`src/rtl/ce_scan_divider.sv`:
```
// ce_scan_divider: programmable clock-enable generator with a scan index.
// A cycle counter runs up to the active divisor, then emits a one-cycle
// enable pulse, flips a square-wave output and advances a scan index.
// New divisors are staged and applied only at a period boundary, so the
// counter never overruns the divisor it is counting against.
module ce_scan_divider #(
  parameter int WIDTH       = 16,
  parameter int DEFAULT_DIV = 20000,
  parameter int NDIG        = 4,
  parameter int IDXW        = 2
) (
  input  logic             clk_i,
  input  logic             rst_i,
  input  logic             en_i,
  input  logic [WIDTH-1:0] div_i,
  input  logic             load_i,
  output logic             ce_pulse_o,
  output logic             ce_toggle_o,
  output logic [IDXW-1:0]  idx_o,
  output logic             idx_wrap_o
);

  localparam logic [WIDTH-1:0] RST_DIV  = WIDTH'(DEFAULT_DIV);
  localparam logic [WIDTH-1:0] CNT_ONE  = WIDTH'(1);
  localparam logic [IDXW-1:0]  IDX_ONE  = IDXW'(1);
  localparam logic [IDXW-1:0]  IDX_LAST = IDXW'(NDIG - 1);

  logic [WIDTH-1:0] cnt_q;
  logic [WIDTH-1:0] div_q;
  logic [WIDTH-1:0] pend_q;
  logic             pend_vld_q;
  logic             pulse_q;
  logic             toggle_q;
  logic [IDXW-1:0]  idx_q;
  logic             wrap_q;

  logic             tc_d;

  // Terminal count: last enabled cycle of the current period.
  always_comb begin
    tc_d = en_i && (cnt_q >= div_q);
  end

  // Counter, divisor staging and registered outputs; reset wins over all.
  always_ff @(posedge clk_i) begin
    if (rst_i) begin
      cnt_q      <= '0;
      div_q      <= RST_DIV;
      pend_q     <= '0;
      pend_vld_q <= 1'b0;
      pulse_q    <= 1'b0;
      toggle_q   <= 1'b0;
      idx_q      <= '0;
      wrap_q     <= 1'b0;
    end else begin
      // Off-boundary loads are only staged; the running period keeps its divisor.
      if (load_i && !tc_d) begin
        pend_q     <= div_i;
        pend_vld_q <= 1'b1;
      end

      if (tc_d) begin
        cnt_q    <= '0;
        pulse_q  <= 1'b1;
        toggle_q <= ~toggle_q;
        if (idx_q == IDX_LAST) begin
          idx_q  <= '0;
          wrap_q <= 1'b1;
        end else begin
          idx_q  <= idx_q + IDX_ONE;
          wrap_q <= 1'b0;
        end
        // A load landing on the boundary is newer than anything staged.
        if (load_i) begin
          div_q      <= div_i;
          pend_vld_q <= 1'b0;
        end else if (pend_vld_q) begin
          div_q      <= pend_q;
          pend_vld_q <= 1'b0;
        end
      end else begin
        if (en_i) begin
          cnt_q <= cnt_q + CNT_ONE;
        end
        pulse_q <= 1'b0;
        wrap_q  <= 1'b0;
      end
    end
  end

  assign ce_pulse_o  = pulse_q;
  assign ce_toggle_o = toggle_q;
  assign idx_o       = idx_q;
  assign idx_wrap_o  = wrap_q;

endmodule

```
`config.mk`:
```
export PLATFORM = sky130hd
export DESIGN_NAME = ce_scan_divider
export DESIGN_NICKNAME = d
export VERILOG_FILES = /design/src/rtl/ce_scan_divider.sv
export SDC_FILE = /design/constraint.sdc
export NUM_CORES = 1
export LEC_CHECK = 0
export ABC_AREA = 1
export CAP_MARGIN = 10
export CORE_ASPECT_RATIO = 0.8
export CORE_UTILIZATION = 57
export CTS_CLUSTER_DIAMETER = 50
export CTS_CLUSTER_SIZE = 40
export DETAILED_ROUTE_END_ITERATION = 10
export HOLD_SLACK_MARGIN = 0.03
export PLACE_DENSITY = 0.78
export SYNTH_ARGS = -nofsm -noshare
export SYNTH_HDL_FRONTEND = slang
export SYNTH_SLANG_ARGS = --single-unit
```
`constraint.sdc`:
```
create_clock -name clk_i -period 2.2 [get_ports clk_i]
set_input_delay 0.22 -clock clk_i [delete_from_list [all_inputs] [get_ports clk_i]]
set_output_delay 0.22 -clock clk_i [all_outputs]
set_load 0.01 [all_outputs]
```
## Word level (Yosys, flattened, before mapping)

Index checks and enable logic that the tools add are counted.

- Register bits after elaboration: 54
- Output and inout port bits: 5
- Word-level logic and storage cells: 30
- Bits of input ports: 20

- $lt $le $gt $ge: 1
- Bitwise operators: 2
- Add/sub/neg operators: 2
- Equality and inequality tests: 1
- Reductions and logical operators: 7
- Muxes and demuxes: 9

Operator list:

| kind | count |
|---|---|
| 16-bit 2-to-1 mux | 2 |
| 16-bit by 1-bit adder with 16-bit output (second input constant) | 1 |
| 16-bit greater-or-equal comparator | 1 |
| 1-bit 2-to-1 mux | 6 |
| 2-bit OR reduction | 2 |
| 2-bit by 1-bit adder with 2-bit output (second input constant) | 1 |
| 2-bit == test (second input constant) | 1 |
| 1-bit logical AND | 2 |
| 2-bit 2-to-1 mux | 1 |
| 1-bit NOT | 2 |
| 2-bit AND reduction | 1 |
| 2-bit nonzero test | 1 |
| 1-bit logical NOT | 1 |

## Logic depth before layout (Yosys ltp)

Gate-level depths: netlist (run 1).

- Depth in word-level cells: 8
- Mapped depth: 17
- Mapped depth without buffers: 16

## Worst setup path before layout (run 1)

No wires, ideal clock.

- Kind: reg-to-reg
- Start: register cnt_q[6]
- End: register pend_q[0]
- Setup slack: 556 ps
- Required time: 2087 ps
- Buffers on the path: 1
- Clock period less this slack: 1644 ps
- Data arrival time: 1532 ps
- Cell stages (with the launch flop): 15
- Setup time: 113 ps
- Cells stage by stage: dfxtp_1 > ha_1 > nand2_1 > inv_1 > nand2_1 > nand2_1 > nor2_1 > nand2_1 > nand2_1 > nand2_2 > nand2_2 > nand2_4 > buf_6 > nor2_1 > nor2_1

- Longest elaborated chain between the ends: 4

RTL lines:

| element | RTL line | text |
|---|---|---|
| start: declaration | 28 | `logic [WIDTH-1:0] cnt_q;` |
| start signal: assignment | 83 | `cnt_q <= cnt_q + CNT_ONE;` |
| 16-bit greater-or-equal comparator | 41 | `tc_d = en_i && (cnt_q >= div_q);` |
| 1-bit logical AND | 41 |  |
| 1-bit logical NOT | 57 | `if (load_i && !tc_d) begin` |
| 1-bit logical AND | 57 |  |
| end signal: assignment | 58 | `pend_q <= div_i;` |
| end: declaration | 30 | `logic [WIDTH-1:0] pend_q;` |

No other way between the ends.
A chain may end at the register's enable or synchronous reset.

## Worst setup path after layout (run 1)

- Start: register cnt_q[13]
- End: register toggle_q, in the netlist ce_toggle_o

- Longest elaborated chain between the ends: 2

RTL lines:

| element | RTL line | text |
|---|---|---|
| 16-bit greater-or-equal comparator | 41 |  |
| 1-bit logical AND | 41 |  |
| end signal: assignment | 65 | `toggle_q <= ~toggle_q;` |
| end: declaration | 33 | `logic toggle_q;` |

No other way between the ends.

==> impl_metrics.yaml, run 1 <==
status:
  status: "complete, no violations"
synth:
  syn_nets: 448
  ys_types: 31
  syn_inst: 410
  ys_ff_latch: 54
  synth_area_um2: 2813
  synth_ff_type: "dfxtp_1"
  yosysWarningCount: 0
  avgSynthCellArea_um2: 6.860
  synthArstFlopShare: 0
  yosysSeqAreaShare: 0.3843
  synth-edff-count: 0
layout:
  drive_gt1_frac: 0.05556
  area_growth_pct: 12.59
  seq_area_um2: 1081
  nNetsFinal: 469
  fillers: 424
  fin_util: 0.6807
  antenna_cells: 0
  multi_input_area_um2: 1465
die:
  die_x_um: 80.54
  rows: 22
  design.portCount: 25
  die_h_um: 64.83
  design.die.area_um2: 5221
  core_area_um2: 4652
  initial_core_util: 0.6046
clocking:
  cts_buffers: 5
  clkSinkCount: 54
  post_cts_buffers: 0
  cts_tree: "done"
  cts_resized: 0
  clock-root-buffer: "clkbuf_8"
  clock_latency_ns: 0.31
  clk_pin_slew_worst_paths_ns: 0.09
  htree_num_levels: 2
  postCtsHoldBufs: 0
  clk_path_buf_depth: 2
detailed_routing:
  post_drt_via_cell_ratio: 4.929
  drc: 0
  vias: 2425
  drtPass1Iterations: 4
  ant_nets: 0
  wl_per_cell_um: 11.13
  drt-initial-drc-count: 134
  wl_mm: 5.475
setup_path:
  crit_type: "reg -> reg"
  r2r-end: "ce_toggle_o"
  rrSetupSlack_ns: 0.23
  cp_max_fo: 18
  critPathLaunchType: "register"
  worstRegToRegCells: 10
  r2r-start: "cnt_q[13]"
  cp.required_ns: 2.45
  critPathLaunch: "cnt_q[13]"
  end_kind: "register"
  arrival_ns: 2.22
placed_design:
  gp_congestion: 0.8213
  place_ws_ns: 0.1754
  io_buffers: 24
  place_hpwl_mm: 4.014
sta:
  finalCriticalPeriod_ns: 1.971
  slew_headroom: 0.6809
  slew_violations: 0
  finalCritPeriodShare: 0.8957
  fin_tns_setup_ns: 0
  max_freq_mhz: 507.4
  fin_skew_ns: 0.007232
  setup_slack_ns: 0.2294
  setup_viol: 0
  hold_viol: 0
  rsz0062_at_grt: "no"
  worst_slew_pin_slew_ns: 0.4786
grt:
  grt_pass1_wl_mm: 9.508
  grt-ovfl-total: 0
  grt_max_degree: 34
  grt_pass1_vias: 2292
  track_usage: 0.2355
  antenna_found_initial: 0
job:
  max_cap_violations: 0
power_and_ir_drop:
  powerDensity_nw_per_um2: 551.0
  peakVddDrop_mv: 0.3307
  power_leakage_nw: 1.549
hold_path:
  holdPathEnd: "ce_toggle_o"
  hold_class: "reg -> reg"
  whs_path_depth: 1
  hold_start: "ce_toggle_o"
==> synthesized netlist by cell type (all sizes together) (2+ instances only) <==
cell type / instances / area share
a21oi: 15 / 0.028
nand4: 5 / 0.013
inv: 50 / 0.067
dfxtp: 54 / 0.38
xnor2: 2 / 0.0062
nand3: 14 / 0.031
nand2: 126 / 0.17
nor2: 78 / 0.11
buf: 7 / 0.023
o21ai: 21 / 0.037
clkbuf: 6 / 0.0085
xor2: 7 / 0.022
nor3: 3 / 0.0071
ha: 18 / 0.080
==> cell usage in the layout (no fill, tap or decap) <==
| cell | instances |
|---|---|
| nor3_1 | 2 |
| xnor2_1 | 2 |
| nand3_4 | 1 |
| clkdlybuf4s50_1 | 24 |
| nand3_1 | 12 |
| ha_1 | 18 |
| nand2_4 | 1 |
| buf_4 | 3 |
| nor2_1 | 76 |
| xor2_1 | 7 |
| clkbuf_8 | 6 |
| dfxtp_1 | 54 |
| a21oi_2 | 1 |
| nand2_8 | 1 |
| nand3b_1 | 1 |
| nand4_2 | 1 |
| nor2_4 | 2 |
| inv_1 | 48 |
| inv_2 | 2 |
| o21ai_0 | 18 |
| nand3_2 | 1 |
| clkinv_1 | 1 |
| or3_1 | 1 |
| clkinv_2 | 1 |
| nand2_1 | 121 |
| clkbuf_1 | 1 |
| nand4_1 | 4 |
| o21ai_1 | 3 |
| a21oi_1 | 14 |
| or2_0 | 1 |
| nor3_2 | 1 |
| nand2_2 | 3 |
==> cell type report <==
cell class / count / share of cell area
Multi-Input combinational cell: 292 / 0.4627
Sequential cell: 54 / 0.3414
Timing Repair Buffer: 27 / 0.08297
Inverter: 51 / 0.06045
Clock buffer: 7 / 0.02726
Tap cell: 60 / 0.02371
Clock inverter: 1 / 0.001580
==> routing by layer <==
metal | vias to the layer above | GRT usage | routed length (um) | part of all wire
met5 | - | 0 | 0 | 0
met4 | 0 | 0.08705 | 92 | 0.017
met3 | 10 | 0.04225 | 158 | 0.029
met2 | 33 | 0.4068 | 2568 | 0.47
met1 | 1084 | 0.2907 | 2655 | 0.48
li1 | 1298 | - | - | -
==> flip-flops by register name, summed over array words and instances, names as in the netlist <==
register     cells
ce_pulse_o       1
ce_toggle_o      1
cnt_q           16
div_q           16
idx_o            2
idx_wrap_o       1
pend_q          16
pend_vld_q       1
==> worst max path at each step <==
stage | depth (start not counted) | slack, ns | endpoint
global placement | 14 | 0.26 | ce_toggle_o
finish | 10 | 0.23 | ce_toggle_o
CTS | 13 | 0.16 | ce_toggle_o
detailed placement | 13 | 0.18 | ce_toggle_o
floorplan | 14 | 0.56 | pend_q[0]
global route | 12 | 0.01 | pend_q[0]
==> metrics by stage <==
stage,instances,power (W),hold WS (ns),cell area (um2)
final,492,0.001745,0.4783,3167
after global routing,492,0.001817,0.5073,3167
after CTS,492,0.001757,0.4731,3153
after detailed placement,484,0.001197,0.4588,3062
after global placement,484,0.001192,0.4437,3062
after floorplan,410,0.001136,0.3157,2813
==> cells by family after synthesis <==
| logic type | Yosys count | synth area share |
|---|---|---|
| xor gates and xnor gates | 9 | 0.02803 |
| AOI/OAI and AO/OA | 36 | 0.06539 |
| and+or+nand+nor | 229 | 0.3425 |
| buffers and inverters | 64 | 0.09964 |
| DFF | 54 | 0.3843 |
| adders and majority gates | 18 | 0.08007 |
==> power breakdown <==
part / internal [W] / leakage [nW] / switching [W]
registers: 0.00100 / 0.440 / 0.00000810
logic: 0.0000691 / 1.06 / 0.0000976
clock network: 0.000255 / 0.0482 / 0.000314
==> worst max-delay path: stages, from the launching register on <==
cell and delay (ns):
dfxtp_1 0.42, ha_1 0.27, a21oi_1 0.20, o21ai_0 0.15, a21oi_2 0.18, nand2_2 0.10, nand2_2 0.17, nand2_4 0.18
inv_1 0.13, nand2_1 0.05, o21ai_1 0.06
Power figures use the tool's default switching activity.
==> inputs of run 2 (changes only) <==
Settings changed: GPL_TIMING_DRIVEN from default to 0.
Clock period 2.2 ns to 1.85 ns, I/O delays scaled along.
==> run 2 against run 1 <==
  * The flow now finishes with violations (negative setup slack)
  * Via count up 11%
  * Combinational power up 53%
  * Fmax down 0.23%
==> impl_metrics.yaml, run 2 (synthesized netlist as in run 1, its figures left out) <==
setup_path:
  critPathLaunchType: "register"
  cp.required_ns: 2.05
  arrival_ns: 2.18
  crit_type: "reg -> reg"
  end_kind: "register"
  cp_max_fo: 10
clocking:
  clk_pin_slew_worst_paths_ns: 0.11
  cts_tree: "done"
  clkSinkCount: 54
  postCtsHoldBufs: 0
  clock_latency_ns: 0.32
  clk_path_buf_depth: 2
  cts_buffers: 5
  clock-root-buffer: "clkbuf_8"
  htree_num_levels: 2
grt:
  antenna_found_initial: 0
  grt_pass1_vias: 2333
  grt-ovfl-total: 0
  track_usage: 0.2612
  grt_max_degree: 18
  grt_pass1_wl_mm: 10.37
detailed_routing:
  wl_mm: 6.919
  met1Wirelength_mm: 3.053
  wl_met2_mm: 3.338
  drc: 0
  drtPass1Iterations: 4
  vias: 2680
  wl_met3_um: 377
  drt-initial-drc-count: 139
  wl_per_cell_um: 13.57
  post_drt_via_cell_ratio: 5.255
  ant_nets: 0
  routed.top_layer: "met4"
layout:
  final_cell_mix: "96 x nand2_1, 73 x nor2_1, 44 x inv_1"
  drive_gt1_frac: 0.2444
  area_growth_pct: 31.18
  fin_util: 0.7932
  reg_top3: "cnt_q: 16 flops, div_q: 16 flops, pend_q: 16 flops"
  fillers: 324
  layout_commonest_cell: "nand2_1"
  seq_area_um2: 1110
  multi_input_area_um2: 1750
  antenna_cells: 0
  nNetsFinal: 487
  stdcell_count: 510
die:
  rows: 22
  design.portCount: 25
  die_x_um: 80.54
  initial_core_util: 0.6046
  design.die.area_um2: 5221
  die_h_um: 64.83
  core_area_um2: 4652
status:
  failed_checks: "negative setup slack"
  status: "complete, but fails checks"
sta:
  worst_slew_pin_slew_ns: 0.5511
  hold_ws_ns: 0.3050
  slew_violations: 0
  max_freq_mhz: 506.3
  rsz0062_at_grt: "yes"
  finalCriticalPeriod_ns: 1.975
  hold_viol: 0
  finalCritPeriodShare: 1.068
  setup_slack_ns: -0.1252
  fin_tns_setup_ns: -1.011
  setup_viol: 42
  slew_headroom: 0.6326
  fin_skew_ns: 0.007608
power_and_ir_drop:
  power_w: 0.002421
  peakVddDrop_mv: 0.4703
  power_leakage_nw: 1.659
  powerDensity_nw_per_um2: 656.2
placed_design:
  io_buffers: 23
  dp_cells: 493
  place_hpwl_mm: 4.380
  gp_congestion: 0.7650
job:
  max_cap_violations: 0
hold_path:
  hold_class: "in -> reg"
-- run 2: changes by cell type in the layout (fill, tap and decap cells not counted), moves of 11 or more --
cell     previous run  this run
nand2_1           121        96
nand2_2             3        24
dfxtp_2             0        17
dfxtp_1            54        35
ha_4                0        11
ha_1               18         7
-- run 2: worst paths after layout --
kind / start / endpoint / slack (ns) / cells after the start
setup reg to reg: div_q[14] / pend_q[5] / -0.13 / 11
hold / removal: load_i / pend_vld_q / 0.31 / 3
hold reg to reg: div_q[11] / div_q[11] / 0.48 / 2
setup / recovery: div_q[14] / pend_q[5] / -0.13 / 11
-- run 2: timing repair --
action	in CTS	in global routing
setup buffers	2	4
pin swaps	5	21
hold endpoints to repair	0	0
setup endpoints to repair	45	47
gates cloned	2	1
gates resized for setup	34	58
-- run 2: metal layers --
layer / GRT usage / vias up
met1: 0.3409 / 1237
met5: 0 / -
met2: 0.4237 / 85
li1: - / 1339
met4: 0.09152 / 0
met3: 0.05634 / 19
-- run 2: critical path, stage by stage (launching register included) --
cell and delay [ns]:
dfxtp_1 0.38, inv_1 0.08, ha_1 0.28, nand2_2 0.09
nor2_1 0.07, a21oi_2 0.22, nand2_4 0.11, nand2_8 0.10
nand2_8 0.10, buf_6 0.16, nor2_1 0.18, nor2_1 0.08
-- run 2: where the power goes --
group	internal (W)	switching [W]	total, W
Sequential	0.00119	0.0000102	0.00120
Clock	0.000543	0.000425	0.000967
Combinational	0.000108	0.000147	0.000255
-- run 2: through the flow --
step / setup WS (ns) / cell area (um2)
floorplan: 0.2058 / 2813
global placement: -0.04734 / 3118
detailed placement: -0.1153 / 3118
CTS: -0.006131 / 3425
global route: -0.2282 / 3690
finish: -0.1252 / 3690
-- run 2: layout make-up --
cell class / instances / share of cell area
clock buffers: 5 / 0.01865
well taps: 60 / 0.02035
clock inverters: 3 / 0.01865
plain buffers: 13 / 0.02781
repair buffers: 32 / 0.08749
inverters: 51 / 0.05188
multi-input cells: 292 / 0.4744
flip-flops and latches: 54 / 0.3008
==> inputs of run 3 (changes only) <==
Settings changed: SKIP_CTS_REPAIR_TIMING from default to 1.
==> run 3 against run 2 <==
  * Critical endpoint is now div_q[7]
  * Via count up 4.4%
  * Clock power about the same
  * Flip-flop and latch count is the same
  * Non-clock buffer count grew 6
  * Register-to-register slack got worse by 0.04 ns
  * The run still ends with negative setup slack left
  * Largest power group unchanged
==> impl_metrics.yaml, run 3 (synthesized netlist as in run 1, its figures left out) <==
setup_path:
  r2r-start: "div_q[15]"
  cp.required_ns: 2.11
  crit_family: "simple AND/OR/NAND/NOR gates"
  critPathLaunchType: "register"
  arrival_ns: 2.27
  slowest_stage: "dfxtp_1"
  critPathBufInv: 2
  end_kind: "register"
  crit_type: "reg -> reg"
  path_cells: "inv_1 > ha_1 > nand2_1 > nor3_1 > nand2_2 > nand2_4 > nand3_4 > clkbuf_16 > nand2_2 > nand2_1 > nor2_1"
  cp_max_fo: 5
  slowest_delay_ns: 0.36
  critPathLaunch: "div_q[15]"
status:
  status: "complete, but fails checks"
  failed_checks: "negative setup slack"
sta:
  slew_headroom: 0.5766
  hold_ws_ns: 0.3643
  setup_slack_ns: -0.1644
  fin_skew_ns: 0.01018
  slew_violations: 0
  worst_slew_pin_slew_ns: 0.6350
  fin_tns_setup_ns: -4.489
  hold_viol: 0
  rsz0062_at_grt: "yes"
  max_freq_mhz: 496.4
  finalCritPeriodShare: 1.089
  finalCriticalPeriod_ns: 2.014
  setup_viol: 45
power_and_ir_drop:
  power_w: 0.002428
  power_leakage_nw: 1.703
  powerDensity_nw_per_um2: 644.8
  peakVddDrop_mv: 0.4948
detailed_routing:
  drc: 0
  post_drt_via_cell_ratio: 5.410
  wl_mm: 7.784
  drtPass1Iterations: 5
  vias: 2797
  ant_nets: 0
  wl_per_cell_um: 15.06
  drt-initial-drc-count: 272
hold_path:
  hold_class: "in -> reg"
  hold_start: "load_i"
placed_design:
  postPlaceCellArea_um2: 3118
  place_ws_ns: -0.1153
  place_hpwl_mm: 4.380
  gp_congestion: 0.7650
  io_buffers: 23
layout:
  design_area_um2: 3766
  layout_commonest_cell: "nand2_1"
  final_cell_mix: "99 x nand2_1, 70 x nor2_1, 40 x inv_1"
  antenna_cells: 0
  area_growth_pct: 33.90
  reg_top3: "cnt_q: 16 flops, div_q: 16 flops, pend_q: 16 flops"
  nNetsFinal: 494
  drive_gt1_frac: 0.2560
clocking:
  cts_tree: "done"
  cts_buffers: 5
  clkSinkCount: 54
  clk_path_buf_depth: 2
  htree_num_levels: 2
  clock_latency_ns: 0.32
  clk_pin_slew_worst_paths_ns: 0.10
  clock-root-buffer: "clkbuf_8"
die:
  core_area_um2: 4652
  design.die.area_um2: 5221
  rows: 22
  die_h_um: 64.83
  die_x_um: 80.54
  initial_core_util: 0.6046
  design.portCount: 25
grt:
  grt_pass1_wl_mm: 9.742
  antenna_found_initial: 0
  grt-ovfl-total: 0
  track_usage: 0.2447
  grt_pass1_vias: 2220
  grt_max_degree: 18
job:
  max_cap_violations: 0
-- run 3: changes by cell type in the layout (fill, tap and decap cells not counted), moves of 2 or more --
cell,change
nand2_1,+3
inv_1,-4
clkbuf_16,+3
inv_2,+4
nor2_1,-3
nand2_2,-3
ha_4,-2
nor2_4,+2
buf_4,+4
ha_1,+2
-- run 3: metrics by stage --
step | utilization | std cells
final | 0.8096 | 517
after global routing | 0.8096 | 517
after CTS | 0.6998 | 501
after detailed placement | 0.6703 | 493
after global placement | 0.6703 | 493
after floorplan | - | 410
-- run 3: path summary, 6_finish.rpt --
path              slack, ns    endpoint  depth (start not counted)
setup / recovery      -0.16    div_q[7]                         11
hold / removal         0.36  pend_vld_q                          3
setup reg to reg      -0.16    div_q[7]                         11
hold reg to reg        0.48   div_q[11]                          2
-- run 3: cell type report --
| cell class | count | area (um2) |
|---|---|---|
| plain buffers | 13 | 106.4 |
| clock buffers | 5 | 68.82 |
| clock inverters | 3 | 68.82 |
| fillers | 298 | 885.9 |
| inverters | 51 | 191.4 |
| multi-input cells | 293 | 1743 |
| flip-flops and latches | 54 | 1112 |
| well taps | 60 | 75.07 |
| repair buffers | 38 | 400.4 |
-- run 3: worst register-to-register path, delay by kind of cell (launching register included) --
kind / cells / cell delay (ns)
buffers and inverters: 2 / 0.32
adder cells (fa/ha/maj): 1 / 0.31
AND/OR/NAND/NOR: 8 / 0.97
flip-flops: 1 / 0.36
-- run 3: metal layers --
metal  part of all wire  vias to the layer above  track usage
met3              0.061                       17      0.04648
li1                   -                     1351            -
met2               0.49                      110       0.3962
met4              0.019                        0      0.07813
met5                  0                        -            0
met1               0.43                     1319       0.3269
-- run 3: where the power goes --
group | switching, W | total [W] | leakage [nW] | internal (W)
Clock | 0.000424 | 0.000967 | 0.0683 | 0.000543
Combinational | 0.000154 | 0.000263 | 1.19 | 0.000110
Sequential | 0.0000110 | 0.00120 | 0.446 | 0.00119
